**src/rtl/serial_pkg.sv**
```systemverilog
// Shared types and constants for the byte-serial link.
package serial_pkg;

    typedef enum logic {TX_IDLE, TX_SEND} tx_state_t;

    localparam int SER_W        = 8;
    localparam int BYTES_SINGLE = 2;
    localparam int BYTES_DOUBLE = 4;
    // FIFO entry: {word_double, word_in}
    localparam int FRAME_W      = 33;

endpackage

```
**src/rtl/word_fifo.sv**
```systemverilog
// Synchronous frame FIFO with combinational head read; DEPTH must be a power of 2.
module word_fifo
    import serial_pkg::*;
#(
    parameter int DEPTH = 4
) (
    input  logic               clk,
    input  logic               rst_n,
    input  logic               push,
    input  logic               pop,
    input  logic [FRAME_W-1:0] din,
    output logic [FRAME_W-1:0] dout,
    output logic               full,
    output logic               empty
);

    localparam int AW = $clog2(DEPTH);
    localparam logic [AW:0] FULL_CNT = (AW+1)'(DEPTH);

    logic [FRAME_W-1:0] mem [DEPTH];
    logic [AW-1:0]      wr_ptr;
    logic [AW-1:0]      rd_ptr;
    logic [AW:0]        count;
    logic               do_push;
    logic               do_pop;

    assign full    = (count == FULL_CNT);
    assign empty   = (count == '0);
    assign do_push = push & ~full;
    assign do_pop  = pop & ~empty;
    assign dout    = mem[rd_ptr];

    // NOTE: storage has no reset; the pointers and count alone decide which entries are valid.
    always_ff @(posedge clk) begin
        if (do_push) mem[wr_ptr] <= din;
    end

    // Pointers wrap naturally at AW bits because DEPTH is a power of 2.
    always_ff @(posedge clk or negedge rst_n) begin
        if (!rst_n) begin
            wr_ptr <= '0;
            rd_ptr <= '0;
            count  <= '0;
        end else begin
            if (do_push) wr_ptr <= wr_ptr + 1'b1;
            if (do_pop)  rd_ptr <= rd_ptr + 1'b1;
            case ({do_push, do_pop})
                2'b10:   count <= count + 1'b1;
                2'b01:   count <= count - 1'b1;
                default: count <= count;
            endcase
        end
    end

endmodule

```
**src/rtl/word_serializer.sv**
```systemverilog
// Byte-serial transmitter: buffers 16/32-bit frames and sends them MSB byte first,
// with tx_ready backpressure and a sticky overflow flag for pushes while full.
module word_serializer
    import serial_pkg::*;
#(
    parameter int DEPTH = 4
) (
    input  logic             clk,
    input  logic             rst_n,
    input  logic             word_valid,
    input  logic [31:0]      word_in,
    input  logic             word_double,
    output logic             word_ready,
    input  logic             tx_ready,
    output logic             data_ready,
    output logic [SER_W-1:0] serial_out,
    output logic             busy,
    output logic             overflow
);

    tx_state_t          state;
    logic [31:0]        shift;
    logic [2:0]         bytes_left;
    logic               fifo_full;
    logic               fifo_empty;
    logic               fifo_push;
    logic               fifo_pop;
    logic [FRAME_W-1:0] fifo_dout;
    logic               last_xfer;
    logic [31:0]        load_shift;
    logic [2:0]         load_bytes;

    word_fifo #(.DEPTH(DEPTH)) u_fifo (
        .clk   (clk),
        .rst_n (rst_n),
        .push  (fifo_push),
        .pop   (fifo_pop),
        .din   ({word_double, word_in}),
        .dout  (fifo_dout),
        .full  (fifo_full),
        .empty (fifo_empty)
    );

    assign word_ready = ~fifo_full;
    assign fifo_push  = word_valid & ~fifo_full;
    assign last_xfer  = (state == TX_SEND) & tx_ready & (bytes_left == 3'd1);
    // Pop when idle or on the last byte, so consecutive frames leave no bubble.
    assign fifo_pop   = ~fifo_empty & ((state == TX_IDLE) | last_xfer);

    // 16-bit frames are left-aligned so the current byte is always shift[31:24].
    assign load_shift = fifo_dout[32] ? fifo_dout[31:0] : {fifo_dout[15:0], 16'h0};
    assign load_bytes = fifo_dout[32] ? 3'(BYTES_DOUBLE) : 3'(BYTES_SINGLE);

    assign serial_out = shift[31:24];
    assign busy       = (state == TX_SEND) | ~fifo_empty;

    // NOTE: all state here uses non-blocking assignments so every register samples pre-edge values.
    always_ff @(posedge clk or negedge rst_n) begin
        if (!rst_n) begin
            state      <= TX_IDLE;
            shift      <= '0;
            bytes_left <= '0;
            data_ready <= 1'b0;
            overflow   <= 1'b0;
        end else begin
            if (word_valid && fifo_full) overflow <= 1'b1;

            if (state == TX_IDLE) begin
                if (!fifo_empty) begin
                    shift      <= load_shift;
                    bytes_left <= load_bytes;
                    data_ready <= 1'b1;
                    state      <= TX_SEND;
                end
            end else if (tx_ready) begin
                if (last_xfer && !fifo_empty) begin
                    shift      <= load_shift;
                    bytes_left <= load_bytes;
                end else begin
                    shift      <= {shift[23:0], 8'h0};
                    bytes_left <= bytes_left - 3'd1;
                    if (last_xfer) begin
                        data_ready <= 1'b0;
                        state      <= TX_IDLE;
                    end
                end
            end
        end
    end

endmodule

```
**config.mk**
```make
export PLATFORM = sky130hd
export DESIGN_NAME = word_serializer
export DESIGN_NICKNAME = d
export VERILOG_FILES = /design/src/rtl/serial_pkg.sv /design/src/rtl/word_fifo.sv /design/src/rtl/word_serializer.sv
export SDC_FILE = /design/constraint.sdc
export NUM_CORES = 1
export LEC_CHECK = 0
export BUFFER_PORTS_ARGS = -buffer_cell sky130_fd_sc_hd__buf_2
export CAP_MARGIN = 20
export CORE_UTILIZATION = 55
export DETAILED_ROUTE_END_ITERATION = 10
export GPL_TIMING_DRIVEN = 0
export PLACE_DENSITY = 0.81
export SETUP_SLACK_MARGIN = 0.5
export SLEW_MARGIN = 15
export SYNTH_ARGS = -nofsm -noshare
export SYNTH_HDL_FRONTEND = slang
export SYNTH_SLANG_ARGS = --single-unit
```
**constraint.sdc**
```tcl
create_clock -name clk -period 2.5 [get_ports clk]
set_input_delay 0.125 -clock clk [delete_from_list [all_inputs] [get_ports clk]]
set_output_delay 0.125 -clock clk [all_outputs]
set_load 0.02 [all_outputs]
```
==> summary.txt, run 1 <==
Run status
  – Outcome: finished, final reports clean

CTS
  – Clk_lat worst skew: 440 ps
  – Worst-path clk slew: 60 ps
  – Max Buffers Root-to-Sink: 2
  – H-tree Lvls: 4
  – CTS tree: yes
  – Total CTS buffers: 17
  – Root Buffer Master: clkbuf_16
  – Clock sinks: 177

Drt
  – First drt pass iteration count: 5
  – Routed WL: 15.8 mm
  – Drt wl/cell: 20.6 um
  – DR vias/cell: 6.04
  – Metal2 WL: 8.22 mm
  – Top sig layer: met4
  – Via count: 4646
  – DRC: 0
  – DRT iter0 DRCs: 457
  – Metal-1 WL: 6.22 mm
  – Routed Antenna Nets: 0
  – DR WL met3: 850 um

STA
  – Crit path time final: 2050 ps
  – Setup TNS Final: 0 ps
  – Slew Limit Fails: 0
  – Smallest hold slack: 227 ps
  – Worst clock skew: 8.19 ps
  – Slew @ Worst Pin: 945 ps
  – Fin. Hold Viols: 0
  – Max Fclk: 0.488 GHz
  – Final setup fails: 0
  – Slew margin rel.: 37.0%
  – RSZ-0062 raised after global routing: true
  – Final period utilization: 81.9%

Global routing
  – Pin count of the biggest net entering global routing: 46
  – Grt total ovfl: 0
  – First-pass GRT wire length: 24.8 mm
  – Initial antenna violation count: 0
  – Overall routing resource usage: 23.8%
  – Vias in the first global route: 4797

Die
  – Die Span Y: 119 um
  – Core ar.: 13300 um2
  – Chip width: 119 um
  – Row count: 42
  – DIE AREA: 14100 um2
  – Initial Util: 56.5%
  – I/O pin count: 49

Flow run
  – Max-cap violations: 0

Placed design
  – RD Place Congestion: 0.815
  – Dpl hpwl: 9.43 mm
  – Placed instance area: 7980 um2
  – Port Buf Inserts: 47

Final layout
  – Final #Nets: 626
  – Fraction of layout instances using a drive strength above 1: 35.4%
  – Synth-to-layout area growth: 22.7%
  – Fin area: 9220 um2
  – Layout Utilization: 69.4%
  – N_diodes: 0

Setup path
  – Critical R2R Capture: shift[16]
  – CP startpoint: u_fifo.rd_ptr[0]
  – CP Launch Type: flip-flop
  – Reg2reg setup slack: 450 ps
  – CP max FO: 7
  – Worst Setup End Kind: flip-flop
  – Worst R2R Start: u_fifo.rd_ptr[0]
  – R2R cell count: 7
  – Kind of critical path: flip-flop to flip-flop
  – Critical Path RT: 2770 ps
  – Worst EP arrival: 2320 ps

Power
  – Power Dens Cells: 1130 nW/um2
  – VDD IR max: 0.738 mV
  – Gate power share: 35.9%
  – Clk pwr share: 23.1%
  – Leak Pwr: 3.32 nW
  – Seq pwr share: 41.0%
  – Sw Pwr: 3.31 mW
  – Int Power: 7.08 mW
  – Switch share: 31.9%

Synthesis
  – Ys async rst share: 25.4%
  – YS warnings: 0
  – Flops & latches, synth: 177
  – Top-area cell type share of the netlist area: 52.7%
  – Area leader, netlist: edfxtp_1
  – Mapped Nets: 504
  – Syn Std Cell Area: 7520 um2
  – Post-synth EDFFs: 132
  – Cells after Synth: 459
  – Sequential-to-total area share from yosys stat: 67.7%
  – Syn avg cell area: 16.4 um2
  – Top cells by area, synth: edfxtp_1, dfrtp_1, mux4_2
  – Top-count cell post-synth: edfxtp_1
  – Synth Flop Type: edfxtp_1
  – Unique masters post-synth: 36
  – Commonest cells in the netlist: edfxtp_1, dfrtp_1, mux4_2

Worst hold path
  – WHS Path Cells: 4
  – Hold Path Class: input port to flip-flop
  – Hold_sp: tx_ready
  – Endpoint, Worst Hold: shift[17]
[power groups by stage]
stage | registers (mW) | clock network (mW) | logic [mW]
2_1_floorplan | 4.19 | 0 | 2.45
3_3_place_gp | 4.24 | 0 | 3.21
3_5_place_dp | 4.29 | 0 | 3.27
4_1_cts | 4.25 | 2.42 | 3.51
5_1_grt | 4.32 | 2.55 | 3.98
6_report | 4.26 | 2.41 | 3.73
[kinds of logic (layout without fill, tap and decap cells)]
| logic type | Yosys count | in the layout | synth area share (%) |
|---|---|---|---|
| AO/OA/AOI/OAI | 85 | 85 | 7.86 |
| multiplexers | 54 | 54 | 13.5 |
| AND/OR/NAND/NOR | 85 | 85 | 5.53 |
| buffers and inverters | 44 | 178 | 3.31 |
| flip-flops | 177 | 177 | 67.7 |
| adder cells (fa/ha/maj) | 8 | 8 | 1.43 |
| XOR/XNOR | 6 | 6 | 0.699 |
[registers in the layout, summed over array words and instances (netlist names)]
| name | flops |
|---|---|
| u_fifo.rd_ptr | 2 |
| bytes_left | 3 |
| u_fifo.wr_ptr | 2 |
| shift | 32 |
| state | 1 |
| overflow | 1 |
| data_ready | 1 |
| u_fifo.count | 3 |
| u_fifo.mem | 132 |
[placed cells by master, fill, tap and decap left out, drive strengths merged, types with 4 or more instances in the layout]
| cell type | n |
|---|---|
| edfxtp | 132 |
| buf | 91 |
| dfrtp | 45 |
| dlygate4sd3 | 35 |
| mux4 | 33 |
| clkbuf | 33 |
| a211oi | 32 |
| nand2 | 23 |
| a21oi | 20 |
| mux2 | 19 |
| o22ai | 17 |
| nor3 | 17 |
| nand2b | 16 |
| nor2 | 13 |
| o21ai | 13 |
| clkinv | 11 |
| nand3 | 9 |
| ha | 7 |
| inv | 6 |
| xnor2 | 4 |
| and3 | 4 |
[critical path, stage by stage (launching register included)]
cell and delay (ps):
dfrtp_1 350, buf_6 160, mux4_2 520, buf_6 160, buf_4 130, mux2_2 280
a211oi_2 200, a211oi_1 90
[metrics by stage]
stage | cells | power (mW) | setup WS [ps]
2_1_floorplan | 459 | 6.64 | 513
3_3_place_gp | 682 | 7.44 | 137
3_5_place_dp | 682 | 7.56 | 127
4_1_cts | 757 | 10.2 | 484
5_1_grt | 769 | 10.9 | 378
6_report | 769 | 10.4 | 452
[metal layers]
layer | vias to the layer above | global-route usage, %
met5 | - | 0
met4 | 0 | 11.5
met3 | 46 | 5.94
met2 | 191 | 40.3
met1 | 2362 | 28.7
li1 | 2047 | -
[worst max-delay path by stage]
stage,to,slack (ps),cells after the start
CTS,shift[22],480,7
global placement,shift[19],140,6
detailed placement,shift[16],130,6
finish,shift[16],450,7
floorplan,u_fifo.count[1],510,7
global route,u_fifo.count[2],380,9
[cell type report]
type                       instances  area [um2]
buffer                            38         278
clock buffer                      18         429
clock inverter                    13        96.3
fill                             795        4070
inverter                           6        22.5
multi-input combinational        238        2310
sequential                       177        5090
tap                              176         220
timing repair buffer             103         771
[timing repair]
item	4_1_cts	5_1_grt
hold buffers	35	0
endpoints found under the hold margin	178	0
pin swaps	3	6
buffers inserted	9	11
gates resized for setup	24	33
setup endpoints to repair	28	169
cloned	0	0
No activity file was read; power rests on OpenSTA's default activity.
==> run 2: changes to the inputs <==
Settings changed: ABC_AREA set to 1, CORE_UTILIZATION 55 to 54, PLACE_DENSITY 0.81 to 0.83.
Clock period 2.5 ns to 1.8 ns, I/O delays scaled along.
==> summary.txt, run 2 <==
Synthesis
  – Post-synth EDFFs: 132 (unchanged)
  – Unique masters post-synth: 28 (was 36)
  – Top-count cell post-synth: nand2_1 (was edfxtp_1)
  – Mapped Nets: 782 (was 504)
  – Top cells by area, synth: edfxtp_1, dfrtp_1, nand2_1 (was edfxtp_1, dfrtp_1, mux4_2)
  – Ys async rst share: 25.4% (unchanged)
  – Top-area cell type share of the netlist area: 51.4% (was 52.7%)
  – Syn avg cell area: 10.5 um2 (was 16.4 um2)
  – Sequential-to-total area share from yosys stat: 66.0% (was 67.7%)
  – Synth Flop Type: edfxtp_1 (unchanged)
  – Commonest cells in the netlist: nand2_1, nand3_1, edfxtp_1 (was edfxtp_1, dfrtp_1, mux4_2)
  – Syn Std Cell Area: 7710 um2 (was 7520 um2)
  – Area leader, netlist: edfxtp_1 (unchanged)
  – Cells after Synth: 737 (was 459)
  – Flops & latches, synth: 177 (unchanged)
  – YS warnings: 0 (unchanged)

Global routing
  – Pin count of the biggest net entering global routing: 46 (unchanged)
  – Overall routing resource usage: 29.4% (was 23.8%)
  – Initial antenna violation count: 0 (unchanged)
  – First-pass GRT wire length: 31.5 mm (was 24.8 mm)
  – Vias in the first global route: 6008 (was 4797)
  – Grt total ovfl: 0 (unchanged)

STA
  – Slew Limit Fails: 0 (unchanged)
  – RSZ-0062 raised after global routing: true (unchanged)
  – Slew margin rel.: 59.6% (was 37.0%)
  – Fin. Hold Viols: 0 (unchanged)
  – Crit path time final: 1950 ps (was 2050 ps)
  – Setup slack after layout: -146 ps (was 452 ps)
  – Max Fclk: 0.514 GHz (was 0.488 GHz)
  – Final period utilization: 108% (was 81.9%)
  – Slew @ Worst Pin: 606 ps (was 945 ps)
  – Worst clock skew: 14.2 ps (was 8.19 ps)
  – Final setup fails: 7 (was 0)

Drt
  – Via count: 6613 (was 4646)
  – Routed WL: 25.4 mm (was 15.8 mm)
  – DRC: 0 (unchanged)
  – DR vias/cell: 6.15 (was 6.04)
  – First drt pass iteration count: 5 (unchanged)
  – Routed Antenna Nets: 0 (unchanged)
  – DRT iter0 DRCs: 862 (was 457)
  – Drt wl/cell: 23.6 um (was 20.6 um)

CTS
  – H-tree Lvls: 4 (unchanged)
  – CTS tree: yes (unchanged)
  – Total CTS buffers: 17 (unchanged)
  – Clock sinks: 177 (unchanged)
  – Root Buffer Master: clkbuf_16 (unchanged)
  – Clk_lat worst skew: 430 ps (was 440 ps)
  – Max Buffers Root-to-Sink: 2 (unchanged)
  – Worst-path clk slew: 70 ps (was 60 ps)

Final layout
  – N_diodes: 0 (unchanged)
  – Most common cell after layout, fill and taps aside: nand2_1 (was edfxtp_1)
  – Synth-to-layout area growth: 34.6% (was 22.7%)
  – Footprint of the multi-input gates: 2750 um2 (was 2310 um2)
  – Reg with most FFs: u_fifo.mem (unchanged)
  – Fillers: 771 (was 795)
  – Layout Utilization: 74.7% (was 69.4%)
  – Fraction of layout instances using a drive strength above 1: 30.5% (was 35.4%)
  – Most frequent cells in the layout: nand2_1, edfxtp_1, nand3_1, buf_2, dfrtp_1 (was edfxtp_1, buf_2, dfrtp_1, dlygate4sd3_1, mux4_2)
  – Largest registers: u_fifo.mem (132), shift (32) (unchanged)
  – Register area: 5090 um2 (about the same)
  – Fin cells: 1075 (was 769)
  – Final #Nets: 928 (was 626)
  – Max reg flops: 132 (unchanged)

Power
  – Power Dens Cells: 1660 nW/um2 (was 1130 nW/um2)
  – Leak Pwr: 4.36 nW (was 3.32 nW)
  – VDD IR max: 1.18 mV (was 0.738 mV)

Die
  – Row count: 43 (was 42)
  – Die Span Y: 121 um (was 119 um)
  – Initial Util: 55.5% (was 56.5%)
  – Chip width: 121 um (was 119 um)
  – I/O pin count: 49 (unchanged)
  – Core ar.: 13900 um2 (was 13300 um2)
  – DIE AREA: 14800 um2 (was 14100 um2)

Worst hold path
  – Hold Path Class: input port to flip-flop (unchanged)

Setup path
  – Critical Path RT: 2110 ps (was 2770 ps)
  – CP Launch Type: flip-flop (unchanged)
  – Buf/Inv on CP: 4 (was 3)
  – Kind of critical path: flip-flop to flip-flop (unchanged)
  – Delay-heaviest family, CP: simple AND/OR/NAND/NOR gates (was multiplexers)
  – Most frequent CP cell: nand2_4 (was buf_6)
  – Worst EP arrival: 2250 ps (was 2320 ps)
  – Worst path max stage delay: 370 ps (was 520 ps)
  – CP max FO: 8 (was 7)
  – Worst Setup End Kind: flip-flop (unchanged)
  – Crit path max-delay cell type: dfrtp_1 (was mux4_2)
  – Worst-path cell chain: inv_2 > ha_4 > nand2_4 > nor2_4 > nand2_4 > buf_4 > buf_12 > nand2_8 > buf_8 > nand3_4 > nand3_2 > nand2_1 (was buf_6 > mux4_2 > buf_6 > buf_4 > mux2_2 > a211oi_2 > a211oi_1)

Placed design
  – RD Place Congestion: 0.883 (was 0.815)
  – Placed insts: 965 (was 682)
  – Port Buf Inserts: 48 (was 47)
  – Dpl hpwl: 10.8 mm (was 9.43 mm)

Run status
  – Failing checks: negative setup slack
  – Outcome: finished, violations left (was finished, final reports clean)

Flow run
  – Max-cap violations: 0 (unchanged)
==> run 2: changes by cell type after synthesis, moves of 10 or more <==
| cell | before | now |
|---|---|---|
| mux2_2 | 10 | 0 |
| clkbuf_1 | 14 | 4 |
| nand2_1 | 23 | 249 |
| a211oi_1 | 22 | 0 |
| a21oi_1 | 19 | 3 |
| nand3_1 | 9 | 145 |
| inv_1 | 5 | 46 |
| nand2b_1 | 16 | 0 |
| mux4_2 | 33 | 0 |
| a211oi_2 | 10 | 0 |
| nor3_1 | 17 | 0 |
| o22ai_1 | 17 | 0 |
==> run 2: area by class of cell <==
type	count	area share, %
Multi-Input combinational cell	464	26.5
Inverter	55	2.06
Clock buffer	19	4.17
Timing Repair Buffer	122	11.4
Tap cell	180	2.17
Sequential cell	177	49.1
Clock inverter	12	1.15
Buffer	46	3.51
==> run 2: through the flow <==
| stage | setup TNS [ps] | cell area [um2] | hold WS [ps] | total power [mW] | worst slack (ps) |
|---|---|---|---|---|---|
| floorplan | 0 | 7780 | -206 | 9.27 | 31.2 |
| global placement | -28070 | 8240 | 305 | 10.6 | -234 |
| detailed placement | -34310 | 8240 | 308 | 10.8 | -297 |
| CTS | -12.1 | 9700 | 66.3 | 15.2 | -12.1 |
| global route | -617 | 10400 | 72.6 | 17.8 | -180 |
| finish | -205 | 10400 | 66.0 | 17.2 | -146 |
==> run 2: worst paths after layout <==
check / startpoint / to / slack [ps] / cells past startpoint
setup / recovery: bytes_left[1] / shift[20] / -150 / 12
max in group asynchronous: rst_n / shift[29] / 1080 / 3
setup reg to reg: bytes_left[1] / shift[20] / -150 / 12
hold / removal: tx_ready / state / 70 / 4
min in group asynchronous: rst_n / shift[9] / 170 / 2
hold reg to reg: overflow / overflow / 480 / 1
==> run 2: worst register-to-register path: stages, from the launching register on <==
cell     delay [ps]
dfrtp_1         370
inv_2            80
ha_4            140
nand2_4          50
nor2_4           90
nand2_4          60
buf_4           140
buf_12          140
nand2_8         160
buf_8           180
nand3_4         130
nand3_2         180
nand2_1         110
==> run 2: timing repair <==
item                       CTS  global route
gates resized for setup     49           108
gates cloned                 6             5
hold endpoints to repair   178             0
hold buffers                35             0
buffers inserted            24             8
pin swaps                   31            45
setup endpoints to repair  174           177
==> run 2: logic make-up (layout without fill, tap and decap cells) <==
kind of cell               after synthesis  after routing  share of synthesized area, %
AOI/OAI and AO/OA                       18             18                          1.23
xor gates and xnor gates                 6              6                         0.682
adders and majority gates                8              8                          1.40
buffers and inverters                  101            254                          6.53
DFF                                    177            177                          66.0
and+or+nand+nor                        427            432                          24.1
==> run 2: power breakdown <==
part	switching, mW	internal [mW]	total, mW
clock network	1.55	2.01	3.57
logic	5.17	2.66	7.82
registers	0.424	5.40	5.82
total	7.14	10.1	17.2
==> run 2: layer usage <==
metal / wire length (um) / share of wire, % / track usage [%]
met1: 8660 / 34 / 35.6
met2: 12300 / 48 / 49.0
met3: 2850 / 11 / 7.00
met4: 1590 / 6.3 / 15.0
met5: 0 / 0 / 0
==> run 3: changes to the inputs <==
==> constraint.sdc (replaced) <==
create_clock -name clk -period 1.8 [get_ports clk]
set_input_delay 0.09 -clock clk [delete_from_list [all_inputs] [get_ports clk]]
set_output_delay 0.09 -clock clk [all_outputs]
set_load 0.01 [all_outputs]
==> summary.txt, run 3 (synthesis gave the netlist of run 2 again) <==
Run status
  – Outcome: finished, violations left (unchanged)
  – Failing checks: negative setup slack (unchanged)

Setup path
  – Reg2reg setup slack: -110 ps (was -150 ps)
  – Worst R2R Start: u_fifo.rd_ptr[0] (was bytes_left[1])
  – Worst-path cell chain: buf_2 > inv_2 > buf_6 > buf_6 > nand2_1 > nand3_1 > nand2_2 > nor2_4 > nor2_1 > nor2_1 (was inv_2 > ha_4 > nand2_4 > nor2_4 > nand2_4 > buf_4 > buf_12 > nand2_8 > buf_8 > nand3_4 > nand3_2 > nand2_1)
  – Worst path max stage delay: 320 ps (was 370 ps)
  – Critical Path RT: 2130 ps (was 2110 ps)
  – Kind of critical path: flip-flop to flip-flop (unchanged)
  – Crit path max-delay cell type: dfrtp_1 (unchanged)
  – Worst Setup End Kind: flip-flop (unchanged)
  – CP max FO: 10 (was 8)
  – Critical R2R Capture: shift[13] (was shift[20])
  – R2R cell count: 10 (was 12)
  – CP Launch Type: flip-flop (unchanged)
  – Delay-heaviest family, CP: simple AND/OR/NAND/NOR gates (unchanged)
  – Worst EP arrival: 2240 ps (was 2250 ps)
  – Buf/Inv on CP: 4 (unchanged)

Die
  – Die Span Y: 121 um (unchanged)
  – Core ar.: 13900 um2 (unchanged)
  – DIE AREA: 14800 um2 (unchanged)
  – Row count: 43 (unchanged)
  – I/O pin count: 49 (unchanged)
  – Initial Util: 55.5% (unchanged)
  – Chip width: 121 um (unchanged)

STA
  – Max Fclk: 0.523 GHz (was 0.514 GHz)
  – Setup slack after layout: -111 ps (was -146 ps)
  – Slew margin rel.: 62.4% (was 59.6%)
  – Final period utilization: 106% (was 108%)
  – Fin. Hold Viols: 0 (unchanged)
  – Setup TNS Final: -218 ps (was -205 ps)
  – Smallest hold slack: 66.2 ps (was 66.0 ps)
  – Slew Limit Fails: 0 (unchanged)
  – Final setup fails: 4 (was 7)
  – Crit path time final: 1910 ps (was 1950 ps)
  – Slew @ Worst Pin: 564 ps (was 606 ps)
  – Worst clock skew: 16.4 ps (was 14.2 ps)
  – RSZ-0062 raised after global routing: true (unchanged)

Drt
  – Via count: 6712 (was 6613)
  – DRT iter0 DRCs: 872 (was 862)
  – Drt wl/cell: 23.9 um (was 23.6 um)
  – DR vias/cell: 6.22 (was 6.15)
  – Routed Antenna Nets: 0 (unchanged)
  – DRC: 0 (unchanged)
  – Routed WL: 25.8 mm (was 25.4 mm)
  – First drt pass iteration count: 6 (was 5)

Worst hold path
  – Hold_sp: tx_ready (unchanged)
  – Hold Path Class: input port to flip-flop (unchanged)
  – WHS Path Cells: 4 (unchanged)
  – Endpoint, Worst Hold: state (unchanged)

CTS
  – Max Buffers Root-to-Sink: 2 (unchanged)
  – CTS tree: yes (unchanged)
  – Root Buffer Master: clkbuf_16 (unchanged)
  – Clock sinks: 177 (unchanged)
  – H-tree Lvls: 4 (unchanged)
  – Worst-path clk slew: 70 ps (about the same)
  – Total CTS buffers: 17 (unchanged)
  – Clk_lat worst skew: 440 ps (was 430 ps)

Placed design
  – Dpl hpwl: 10.8 mm (unchanged)
  – Placed insts: 965 (unchanged)
  – RD Place Congestion: 0.883 (unchanged)
  – Placed instance area: 8240 um2 (unchanged)
  – Port Buf Inserts: 48 (unchanged)

Final layout
  – Synth-to-layout area growth: 35.2% (was 34.6%)
  – N_diodes: 0 (unchanged)
  – Final #Nets: 932 (was 928)
  – Fin area: 10400 um2 (about the same)
  – Most frequent cells in the layout: nand2_1, edfxtp_1, nand3_1, buf_2, dfrtp_1 (unchanged)
  – Fin cells: 1079 (was 1075)
  – Largest registers: u_fifo.mem (132), shift (32) (unchanged)
  – Reg with most FFs: u_fifo.mem (unchanged)
  – Most common cell after layout, fill and taps aside: nand2_1 (unchanged)
  – Max reg flops: 132 (unchanged)
  – Fraction of layout instances using a drive strength above 1: 30.9% (was 30.5%)

Power
  – Power Dens Cells: 1660 nW/um2 (about the same)
  – Seq pwr share: 33.7% (was 33.8%)
  – Gate power share: 45.3% (was 45.4%)
  – Sw Pwr: 7.16 mW (was 7.14 mW)
  – Leak Pwr: 4.39 nW (was 4.36 nW)
  – VDD IR max: 1.13 mV (was 1.18 mV)
  – Clk pwr share: 20.9% (was 20.7%)
  – Int Power: 10.1 mW (about the same)
  – Switch share: 41.5% (about the same)

Global routing
  – Pin count of the biggest net entering global routing: 46 (unchanged)
  – Vias in the first global route: 6008 (unchanged)
  – First-pass GRT wire length: 31.5 mm (unchanged)
  – Initial antenna violation count: 0 (unchanged)
  – Overall routing resource usage: 29.4% (unchanged)
  – Grt total ovfl: 0 (unchanged)

Flow run
  – Max-cap violations: 0 (unchanged)
==> run 3: cell type report <==
cell class / instances / area, um2
Timing Repair Buffer: 126 / 1220
Inverter: 55 / 214
Multi-Input combinational cell: 464 / 2750
Tap cell: 180 / 225
Clock inverter: 12 / 119
Sequential cell: 177 / 5090
Fill cell: 767 / 3460
Buffer: 46 / 369
Clock buffer: 19 / 433
==> run 3: power by group through the flow <==
| stage | registers (mW) | clock network [mW] | logic [mW] |
|---|---|---|---|
| CTS | 5.73 | 3.50 | 5.89 |
| finish | 5.82 | 3.61 | 7.83 |
| floorplan | 5.73 | 0 | 3.44 |
| detailed placement | 5.83 | 0 | 4.88 |
| global route | 5.87 | 3.75 | 8.24 |
| global placement | 5.78 | 0 | 4.72 |
==> run 3: routing by layer <==
metal	track usage, %	vias to the layer above	share of wire (%)
met3	7.00	181	11
met1	35.6	3201	34
met2	49.0	574	47
met5	0	-	0
met4	15.0	0	7.3
li1	-	2756	-
==> run 3: tightest hold or removal path, delay by kind of cell <==
kind,cells,cell delay (ps)
AND/OR/NAND/NOR,2,140
buffers and inverters,1,110
AO/OA/AOI/OAI,1,120
==> run 3: worst max-delay path by stage <==
stage / from / endpoint / slack (ps) / cells past startpoint
6_report: u_fifo.rd_ptr[0] / shift[13] / -110 / 10
5_1_grt: u_fifo.rd_ptr[0] / shift[13] / -140 / 10
2_1_floorplan: bytes_left[1] / u_fifo.count[2] / 30 / 11
3_3_place_gp: u_fifo.count[0] / u_fifo.mem[2][6] / -230 / 4
4_1_cts: bytes_left[1] / u_fifo.count[2] / -10 / 11
3_5_place_dp: u_fifo.count[0] / u_fifo.mem[2][13] / -300 / 4
==> run 3: timing repair <==
item,4_1_cts,5_1_grt
endpoints found under the hold margin,178,0
gates cloned,6,5
setup buffers,24,12
hold buffers,35,0
resized for setup,48,117
endpoints found under the setup margin,174,177
pin swaps,31,46
==> run 3: stage by stage <==
step | util, % | power (mW) | setup slack [ps]
after detailed placement | 59.4 | 10.7 | -297
after global placement | 59.4 | 10.5 | -234
final | 75.0 | 17.3 | -111
after CTS | 69.8 | 15.1 | -12.1
after global routing | 75.0 | 17.9 | -135
after floorplan | - | 9.18 | 31.2
